### src/rtl/mult_div_sequencer.sv
// mult_div_sequencer: multicycle MIPS mult/multu/div/divu engine owning the HI/LO pair
module mult_div_sequencer #(
  parameter int DATA_WIDTH       = 32,
  parameter int ALUControl_width = 5
) (
  input  logic                        CLK,
  input  logic                        RST,
  input  logic                        Start,
  input  logic [ALUControl_width-1:0] ALUControl,
  input  logic [DATA_WIDTH-1:0]       SrcA,
  input  logic [DATA_WIDTH-1:0]       SrcB,
  input  logic                        HiWrite,
  input  logic                        LoWrite,
  input  logic [DATA_WIDTH-1:0]       WD,
  output logic                        Busy,
  output logic                        Done,
  output logic                        DivByZero,
  output logic [DATA_WIDTH-1:0]       HI,
  output logic [DATA_WIDTH-1:0]       LO
);
  localparam int W  = DATA_WIDTH;
  localparam int CW = $clog2(W + 1);
  typedef enum logic [2:0] {IDLE, MUL, DIV, FIX, DONE} state_t;
  state_t state, next;
  logic [W-1:0]   a_r, b_r, wh, wl, a_abs, b_abs, q_fix, r_fix, fix_hi, fix_lo;
  logic [CW-1:0]  cnt;
  logic           div_r, neg_q, neg_r;
  logic           is_mul, is_div, op_signed, accept, div_zero;
  logic [W:0]     ms, sh, dt;
  logic [2*W-1:0] prod_fix;
  // decode, accept, next-state and combinational datapath helpers
  always_comb begin
    is_mul    = ALUControl == ALUControl_width'(9) || ALUControl == ALUControl_width'(12);
    is_div    = ALUControl == ALUControl_width'(10) || ALUControl == ALUControl_width'(13);
    op_signed = ALUControl == ALUControl_width'(9) || ALUControl == ALUControl_width'(10);
    accept    = state == IDLE && Start && (is_mul || is_div);
    div_zero  = is_div && SrcB == '0;
    a_abs     = op_signed && SrcA[W-1] ? -SrcA : SrcA;
    b_abs     = op_signed && SrcB[W-1] ? -SrcB : SrcB;
    ms        = {1'b0, wh} + (wl[0] ? {1'b0, a_r} : '0);
    sh        = {wh, wl[W-1]};
    dt        = sh - {1'b0, b_r};
    prod_fix  = neg_q ? -{wh, wl} : {wh, wl};
    q_fix     = neg_q ? -wl : wl;
    r_fix     = neg_r ? -wh : wh;
    fix_hi    = div_r ? r_fix : prod_fix[2*W-1:W];
    fix_lo    = div_r ? q_fix : prod_fix[W-1:0];
    next      = state;
    case (state)
      IDLE:    next = accept ? (div_zero ? DONE : is_div ? DIV : MUL) : IDLE;
      MUL,
      DIV:     next = cnt == CW'(1) ? FIX : state;
      FIX:     next = DONE;
      default: next = IDLE;
    endcase
    Busy = state != IDLE;
  end
  // state register
  always_ff @(posedge CLK or negedge RST)
    if (!RST) state <= IDLE;
    else state <= next;
  // operand latch, iteration, result write-back and status pulses
  always_ff @(posedge CLK or negedge RST) begin
    if (!RST) begin
      {a_r, b_r, wh, wl, cnt, div_r, neg_q, neg_r} <= '0;
      {HI, LO, Done, DivByZero} <= '0;
    end else begin
      Done      <= next == DONE;
      DivByZero <= accept && div_zero;
      if (state == IDLE && HiWrite) HI <= WD;
      if (state == IDLE && LoWrite) LO <= WD;
      if (accept) begin
        a_r   <= a_abs;
        b_r   <= b_abs;
        wh    <= '0;
        wl    <= is_div ? a_abs : b_abs;
        cnt   <= CW'(W);
        div_r <= is_div;
        neg_q <= op_signed && (SrcA[W-1] ^ SrcB[W-1]);
        neg_r <= op_signed && SrcA[W-1];
        if (div_zero) begin
          HI <= SrcA;
          LO <= '1;
        end
      end
      if (state == MUL) begin
        wh  <= ms[W:1];
        wl  <= {ms[0], wl[W-1:1]};
        cnt <= cnt - CW'(1);
      end
      if (state == DIV) begin
        wh  <= dt[W] ? sh[W-1:0] : dt[W-1:0];
        wl  <= {wl[W-2:0], ~dt[W]};
        cnt <= cnt - CW'(1);
      end
      if (state == FIX) begin
        HI <= fix_hi;
        LO <= fix_lo;
      end
    end
  end
endmodule

### config.mk
export PLATFORM = sky130hd
export DESIGN_NAME = mult_div_sequencer
export DESIGN_NICKNAME = d
export VERILOG_FILES = /design/src/rtl/mult_div_sequencer.sv
export SDC_FILE = /design/constraint.sdc
export NUM_CORES = 1
export LEC_CHECK = 0
export CAP_MARGIN = 20
export CORE_MARGIN = 1
export CORE_UTILIZATION = 40
export DETAILED_ROUTE_END_ITERATION = 8
export PLACE_DENSITY_LB_ADDON = 0.08
export REMOVE_ABC_BUFFERS = 1
export SYNTH_ARGS = -nofsm -noshare
export SYNTH_HDL_FRONTEND = slang
export SYNTH_SLANG_ARGS = --single-unit
### constraint.sdc
create_clock -name CLK -period 7 [get_ports CLK]
set_clock_uncertainty 0.15 [all_clocks]
set_input_delay 0.7 -clock CLK [delete_from_list [all_inputs] [get_ports CLK]]
set_output_delay 0.7 -clock CLK [all_outputs]
set_load 0.01 [all_outputs]
==> reports/results.md, run 1 <==
| Result | Reported | Unit |
| --- | --- | --- |
| Number of design rule violations left after detail routing | 0 | - |
| Clock buffer depth | 3 | - |
| Share of flip-flops with an asynchronous set or reset | 100.0 | % |
| Static leakage power | 8.186 | nW |
| Total setup violations reported at the end of the flow | 0 | - |
| Final Max Slew Viols | 0 | - |
| Area of the core region | 40830 | sq um |
| Cell types occupying the most area after synthesis | sky130_fd_sc_hd__dfrtp_1 31%, sky130_fd_sc_hd__o21ai_0 7.7%, sky130_fd_sc_hd__mux2i_1 6.0% | - |
| Via count of the first global-routing pass | 15010 | - |
| Overall die width | 205.5 | microns |
| ANT cells | 0 | - |
| Required time worst endpoint | 7.31 | ns |
| Wirelength, routed | 58630 | microns |
| Sort of element at the start of the critical path | primary input | - |
| DP Area | 18570 | sq um |
| Hold buffer count at cts | 0 | - |
| Number of clock buffers inserted by TritonCTS | 28 | - |
| Total Nets Final | 2312 | - |
| Critical Path AT | 4.91 | ns |
| Vias per std cell | 5.891 | - |
| Synthesized area per cell | 8.071 | sq um |
| Largest net degree at the start of global routing | 113 | - |
| Kind of capture point of the worst setup path | flip-flop | - |
| Number of antenna violations at the first check in global routing | 2 | - |
| Deepest level of the CTS H-tree | 1 | - |
| Routed wire length per instance | 21.86 | microns |
| Post-CTS Resized | 0 | - |
| Unique cell type count in the Yosys netlist | 73 | - |
| Worst-Margin Slew | 1.011 | ns |
| Min cycle time layout | 4.604 | ns |
| Max-cap violations | 0 | - |
| Die Outline Area | 42240 | sq um |
| Most common cell in the synthesized netlist | sky130_fd_sc_hd__o21ai_0 | - |
| I/O pin total | 173 | - |
| Vias | 15800 | - |
| Clk slew on worst S/H paths | 0.06 | ns |
| Global-route wire length before repair | 89580 | microns |
| Unrepaired setup endpoints after global routing | false | - |
| Final global-route overflow total | 0 | - |
| Worst-skew pair later-pin latency | 0.56 | ns |
| Met2 Wirelength | 25320 | microns |
| PD cells | 368.3 | nW/um^2 |
| Residual antenna-violating net count after detailed routing | 0 | - |
| Flops & latches, synth | 206 | - |
| Min-delay worst type | primary input to asynchronous set/reset pin | - |
| DIE HEIGHT | 205.5 | microns |
| Share of the synthesized area in the top cell type | 31.11 | % |
| Critical path class | primary input to flip-flop | - |
| Status | finished, final reports clean | - |
| Final worst path period share | 65.77 | % |
| HPWL after detailed placement | 44500 | microns |
| Effective utilization at floorplan | 40.58 | % |
| Worst Hold Margin | 0.03511 | ns |
| Clock root buffer | sky130_fd_sc_hd__clkbuf_16 | - |
| Synth Warn # | 0 | - |
| Power after layout | 7.190 | mW |
| GRT Total Usage | 27.61 | % |
| First DRT Iteration DRCs | 1306 | - |
| Number of buffers added for setup after CTS | 0 | - |
| M1 WL | 28350 | microns |
| Total number of placement rows | 74 | - |
| Post-Synthesis Cell Area | 16570 | sq um |
| Count of flip-flops with a built-in enable after synthesis | 0 | - |
| Wire length on met3 | 3894 | microns |
| Number of search-and-repair iterations in the first detailed-routing pass | 5 | - |
| Hold violation total from the final report | 0 | - |
| Worst Path Max Fanout | 68 | - |
| Sequential element share of the synthesized area | 31.11 | % |
| Rel. slew slack | 32.63 | % |
| Most area-hungry cell type in the Yosys netlist | sky130_fd_sc_hd__dfrtp_1 | - |
| Commonest cells in the netlist | 254 x sky130_fd_sc_hd__o21ai_0, 220 x sky130_fd_sc_hd__nand2_1, 206 x sky130_fd_sc_hd__dfrtp_1 | - |
| Clk sink count | 206 | - |
| Growth of design area from synthesis to finish | 17.82 | % |
| Highest attainable clock frequency | 217.2 | MHz |
| IO buf count | 172 | - |
| VDD IR-drop max | 602.3 | uV |
| Ratio of cells with drive above 1 in the final layout | 4.372 | % |
| TritonCTS clock tree | done | - |
| Max layer used | met4 | - |
| Most instantiated flip-flop cell in the synthesis netlist | sky130_fd_sc_hd__dfrtp_1 | - |
| Finished layout cell area | 19520 | sq um |
| Number of cells produced by synthesis | 2053 | - |
| Final sum of negative setup slack | 0 | ns |
| Final estimated routing congestion in global placement | 0.8949 | - |
-- critical path: stages --
cell,delay (ns)
sky130_fd_sc_hd__clkdlybuf4s50_1,0.50
sky130_fd_sc_hd__or4_1,0.63
sky130_fd_sc_hd__nor4_1,0.28
sky130_fd_sc_hd__nand2b_1,0.45
sky130_fd_sc_hd__or3_4,0.54
sky130_fd_sc_hd__nor3_2,0.28
sky130_fd_sc_hd__nand3_4,0.60
sky130_fd_sc_hd__buf_4,0.47
sky130_fd_sc_hd__buf_4,0.18
sky130_fd_sc_hd__nand2_1,0.05
sky130_fd_sc_hd__o211ai_1,0.07
sky130_fd_sc_hd__o21ai_0,0.12
-- area by class of cell --
| cell class | instances | area (sq um) |
|---|---|---|
| fill | 4021 | 21310 |
| multi-input combinational | 1641 | 10630 |
| sequential | 206 | 5155 |
| timing repair buffer | 192 | 1901 |
| clock buffer | 39 | 813.3 |
| tap | 532 | 665.6 |
| inverter | 65 | 244.0 |
| clock inverter | 7 | 115.1 |
-- worst paths after layout --
check,slack [ns],cells past startpoint,to,startpoint
hold / removal,0.04,1,LO[27]$_DFF_PN0_,RST
setup / recovery,2.40,12,HI[25]$_DFF_PN0_,SrcB[9]
hold reg to reg,0.33,2,a_r[5]$_DFFE_PN0N_,a_r[5]$_DFFE_PN0N_
setup reg to reg,2.72,11,wh[31]$_DFFE_PN0P_,wh[0]$_DFFE_PN0P_
min in group CLK,0.33,2,a_r[5]$_DFFE_PN0N_,a_r[5]$_DFFE_PN0N_
max in group asynchronous,5.51,2,b_r[17]$_DFFE_PN0N_,RST
-- cell usage in the layout, fill, tap and decap left out, types with 11 or more instances in the layout --
cell,n
sky130_fd_sc_hd__a211oi_1,19
sky130_fd_sc_hd__a21o_1,38
sky130_fd_sc_hd__a21oi_1,127
sky130_fd_sc_hd__a22oi_1,39
sky130_fd_sc_hd__a31oi_1,38
sky130_fd_sc_hd__and2_1,40
sky130_fd_sc_hd__and3_1,14
sky130_fd_sc_hd__buf_4,18
sky130_fd_sc_hd__clkbuf_16,29
sky130_fd_sc_hd__clkdlybuf4s50_1,171
sky130_fd_sc_hd__dfrtp_1,206
sky130_fd_sc_hd__ha_1,70
sky130_fd_sc_hd__inv_1,65
sky130_fd_sc_hd__mux2_2,12
sky130_fd_sc_hd__mux2i_1,100
sky130_fd_sc_hd__nand2_1,218
sky130_fd_sc_hd__nand2b_1,19
sky130_fd_sc_hd__nand3_1,29
sky130_fd_sc_hd__nand4_1,16
sky130_fd_sc_hd__nor2_1,148
sky130_fd_sc_hd__nor2b_1,16
sky130_fd_sc_hd__nor3_1,39
sky130_fd_sc_hd__nor4_1,11
sky130_fd_sc_hd__o211ai_1,48
sky130_fd_sc_hd__o21ai_0,254
sky130_fd_sc_hd__o31ai_1,19
sky130_fd_sc_hd__or3_1,19
sky130_fd_sc_hd__or4_1,15
sky130_fd_sc_hd__xnor2_1,104
sky130_fd_sc_hd__xor2_1,62
-- stage by stage --
stage          std cells  setup WS (ns)  util, %
6_report            2682          2.396    47.81
3_5_place_dp        2635          1.868    45.49
2_1_floorplan       1912         0.1060        -
4_1_cts             2681          2.450    47.76
5_1_grt             2682          2.217    47.81
3_3_place_gp        2635          1.905    45.49
-- per-layer routing --
| layer | GRT usage [%] | vias up |
|---|---|---|
| met3 | 2.867 | 53 |
| met4 | 6.508 | 0 |
| met2 | 41.62 | 521 |
| met5 | 0 | - |
| met1 | 41.82 | 7654 |
| li1 | - | 7571 |
-- power by group --
group	internal, mW	total [mW]	switching (mW)
clock	0.908	1.47	0.560
sequential	1.51	2.06	0.555
combinational	1.56	3.66	2.10
-- sequential cells by signal, indices dropped and copies added, names as in the netlist, 3 cells and up --
name   count
HI        32
LO        32
a_r       32
b_r       32
cnt        6
state      3
wh        32
wl        32
-- cells by family after synthesis --
| logic type | after synthesis | share of synthesized area (%) |
|---|---|---|
| mux | 112 | 6.856 |
| fa+ha+maj | 72 | 5.527 |
| compound gates | 668 | 24.74 |
| simple gates | 623 | 18.02 |
| flops | 206 | 31.11 |
| xor+xnor | 166 | 8.774 |
| buf+inv | 206 | 4.976 |
No activity file was read; power rests on OpenSTA's default activity.
==> inputs of run 2 (changes only) <==
==> constraint.sdc (replaced) <==
create_clock -name CLK -period 4.6 [get_ports CLK]
set_clock_uncertainty 0.15 [all_clocks]
set_input_delay 0.46 -clock CLK [delete_from_list [all_inputs] [get_ports CLK]]
set_output_delay 0.46 -clock CLK [all_outputs]
set_load 0.01 [all_outputs]
==> reports/results.md, run 2 (synthesis results as in run 1) <==
| Result | Reported | Unit |
| --- | --- | --- |
| Register area | 5155 | sq um |
| HPWL after detailed placement | 45600 | microns |
| Slowest cell on the critical path | sky130_fd_sc_hd__or4b_2 | - |
| Worst-Margin Slew | 0.9649 | ns |
| Final setup slack of the worst path | 0.6601 | ns |
| Post-CTS Resized | 0 | - |
| Via count of the first global-routing pass | 15140 | - |
| Unrepaired setup endpoints after global routing | false | - |
| Min cycle time layout | 3.940 | ns |
| Rel. slew slack | 35.67 | % |
| Ratio of cells with drive above 1 in the final layout | 5.069 | % |
| Most common cell after layout, fill and taps aside | sky130_fd_sc_hd__o21ai_0 | - |
| Delay contributed by the slowest stage of the critical path | 0.62 | ns |
| Final Max Slew Viols | 0 | - |
| Worst-case setup slack after placement | 0.4281 | ns |
| Sort of element at the start of the critical path | flip-flop | - |
| Required time worst endpoint | 4.95 | ns |
| Clk sink count | 206 | - |
| Clock buffer depth | 3 | - |
| Number of design rule violations left after detail routing | 0 | - |
| Worst r2r path cells | 12 | - |
| Hold violation total from the final report | 0 | - |
| Static leakage power | 8.301 | nW |
| ANT cells | 0 | - |
| Kind of capture point of the worst setup path | flip-flop | - |
| Worst-skew pair later-pin latency | 0.56 | ns |
| Critical path class | flip-flop to flip-flop | - |
| Critical Path AT | 4.29 | ns |
| Highest attainable clock frequency | 253.8 | MHz |
| Vias | 15860 | - |
| Clock root buffer | sky130_fd_sc_hd__clkbuf_16 | - |
| Number of clock buffers inserted by TritonCTS | 27 | - |
| Total Nets Final | 2328 | - |
| Growth of design area from synthesis to finish | 18.90 | % |
| Min-delay worst type | flip-flop to flip-flop | - |
| Final worst path period share | 85.65 | % |
| Power after layout | 11.02 | mW |
| CP delay by family, top | compound AO/OA/AOI/OAI gates | - |
| Total number of placement rows | 74 | - |
| Worst Path Max Fanout | 42 | - |
| PD cells | 559.5 | nW/um^2 |
| IO buf count | 172 | - |
| Largest net degree at the start of global routing | 128 | - |
| Commonest non-fill, non-tap cells in the layout | 254 x sky130_fd_sc_hd__o21ai_0, 219 x sky130_fd_sc_hd__nand2_1, 206 x sky130_fd_sc_hd__dfrtp_1 | - |
| VDD IR-drop max | 599.2 | uV |
| Combined area of the multi-input logic cells | 10630 | sq um |
| Max-cap violations | 0 | - |
| Status | finished, final reports clean | - |
| Routed wire length per instance | 21.94 | microns |
| Number of antenna violations at the first check in global routing | 0 | - |
| Overall die width | 205.5 | microns |
| Residual antenna-violating net count after detailed routing | 0 | - |
| GRT Total Usage | 27.91 | % |
| Number of cells on the critical path | 12 | - |
| Filler cells | 3985 | - |
| Deepest level of the CTS H-tree | 1 | - |
| Clk slew on worst S/H paths | 0.06 | ns |
| Final global-route overflow total | 0 | - |
| Die Outline Area | 42240 | sq um |
| Area of the core region | 40830 | sq um |
| I/O pin total | 173 | - |
| Global-route wire length before repair | 90370 | microns |
| Ordered cell list for the critical path | inv_1 > ha_1 > fa_1 > nand2b_1 > a21oi_1 > o21ai_0 > a21oi_1 > o211ai_1 > o211ai_1 > buf_12 > or4b_2 > nand3_1 | - |
| Number of search-and-repair iterations in the first detailed-routing pass | 6 | - |
| First DRT Iteration DRCs | 1127 | - |
| Number of cells on the worst hold path | 2 | - |
| Count of buffering cells on the critical path with inverters included | 2 | - |
| TritonCTS clock tree | done | - |
| Total setup violations reported at the end of the flow | 0 | - |
| Vias per std cell | 5.870 | - |
| DIE HEIGHT | 205.5 | microns |
| Effective utilization at floorplan | 40.58 | % |
| Final estimated routing congestion in global placement | 0.9100 | - |
| Wirelength, routed | 59280 | microns |
run 2: changes by cell type in the layout (fill, tap and decap cells not counted), sizes merged:
cell / previous run / this run
dlygate4sd3: 0 / 1
clkinv: 2 / 4
buf: 20 / 36
clkinvlp: 2 / 0
inv: 65 / 66
clkbuf: 40 / 42
run 2: power breakdown:
part           leakage [nW]  switching [mW]  internal, mW  total (mW)
sequential             2.51           0.818          2.29        3.11
clock                 0.454           0.853          1.35        2.21
combinational          5.34            3.26          2.44        5.70
run 2: tightest hold or removal path, cell delays in order (launching register included):
cell	delay, ns
sky130_fd_sc_hd__dfrtp_1	0.34
sky130_fd_sc_hd__nand2_1	0.05
sky130_fd_sc_hd__o21ai_0	0.06
run 2: repair_timing:
item | CTS | global route
buffers inserted | 0 | 0
hold endpoints to repair | 101 | 0
hold buffers | 1 | 0
run 2: area by class of cell:
cell class,count,share of cell area [%]
Timing Repair Buffer,209,10.62
Sequential cell,206,26.17
Tap cell,532,3.379
Inverter,65,1.238
Multi-Input combinational cell,1641,53.94
Clock buffer,41,4.052
Clock inverter,8,0.6033
run 2: worst paths after layout:
check / start / endpoint / slack [ns]
worst max-delay path: wl[31]$_DFFE_PN0P_ / wh[31]$_DFFE_PN0P_ / 0.66
min in group asynchronous: RST / LO[26]$_DFF_PN0_ / 0.36
worst min register to register: a_r[18]$_DFFE_PN0N_ / a_r[18]$_DFFE_PN0N_ / 0.33
worst min-delay path: a_r[18]$_DFFE_PN0N_ / a_r[18]$_DFFE_PN0N_ / 0.33
max in group asynchronous: RST / b_r[6]$_DFFE_PN0N_ / 2.94
worst max register to register: wl[31]$_DFFE_PN0P_ / wh[31]$_DFFE_PN0P_ / 0.66
run 2: routing by layer:
layer	vias up	global-route usage [%]	share of wire (%)
li1	7616	-	-
met1	7668	41.75	48
met2	498	42.65	44
met3	80	2.597	5.8
met4	0	7.116	2.3
met5	-	0	0
run 2: through the flow:
stage	hold WS [ns]	TNS, ns	instances	utilization [%]	area (sq um)
2_1_floorplan	0.01441	-149.94	1912	-	15990
3_3_place_gp	0.3086	0	2651	45.93	18750
3_5_place_dp	0.3148	0	2651	45.93	18750
4_1_cts	0.3328	0	2701	48.20	19680
5_1_grt	0.3560	0	2702	48.25	19700
6_report	0.3309	0	2702	48.25	19700
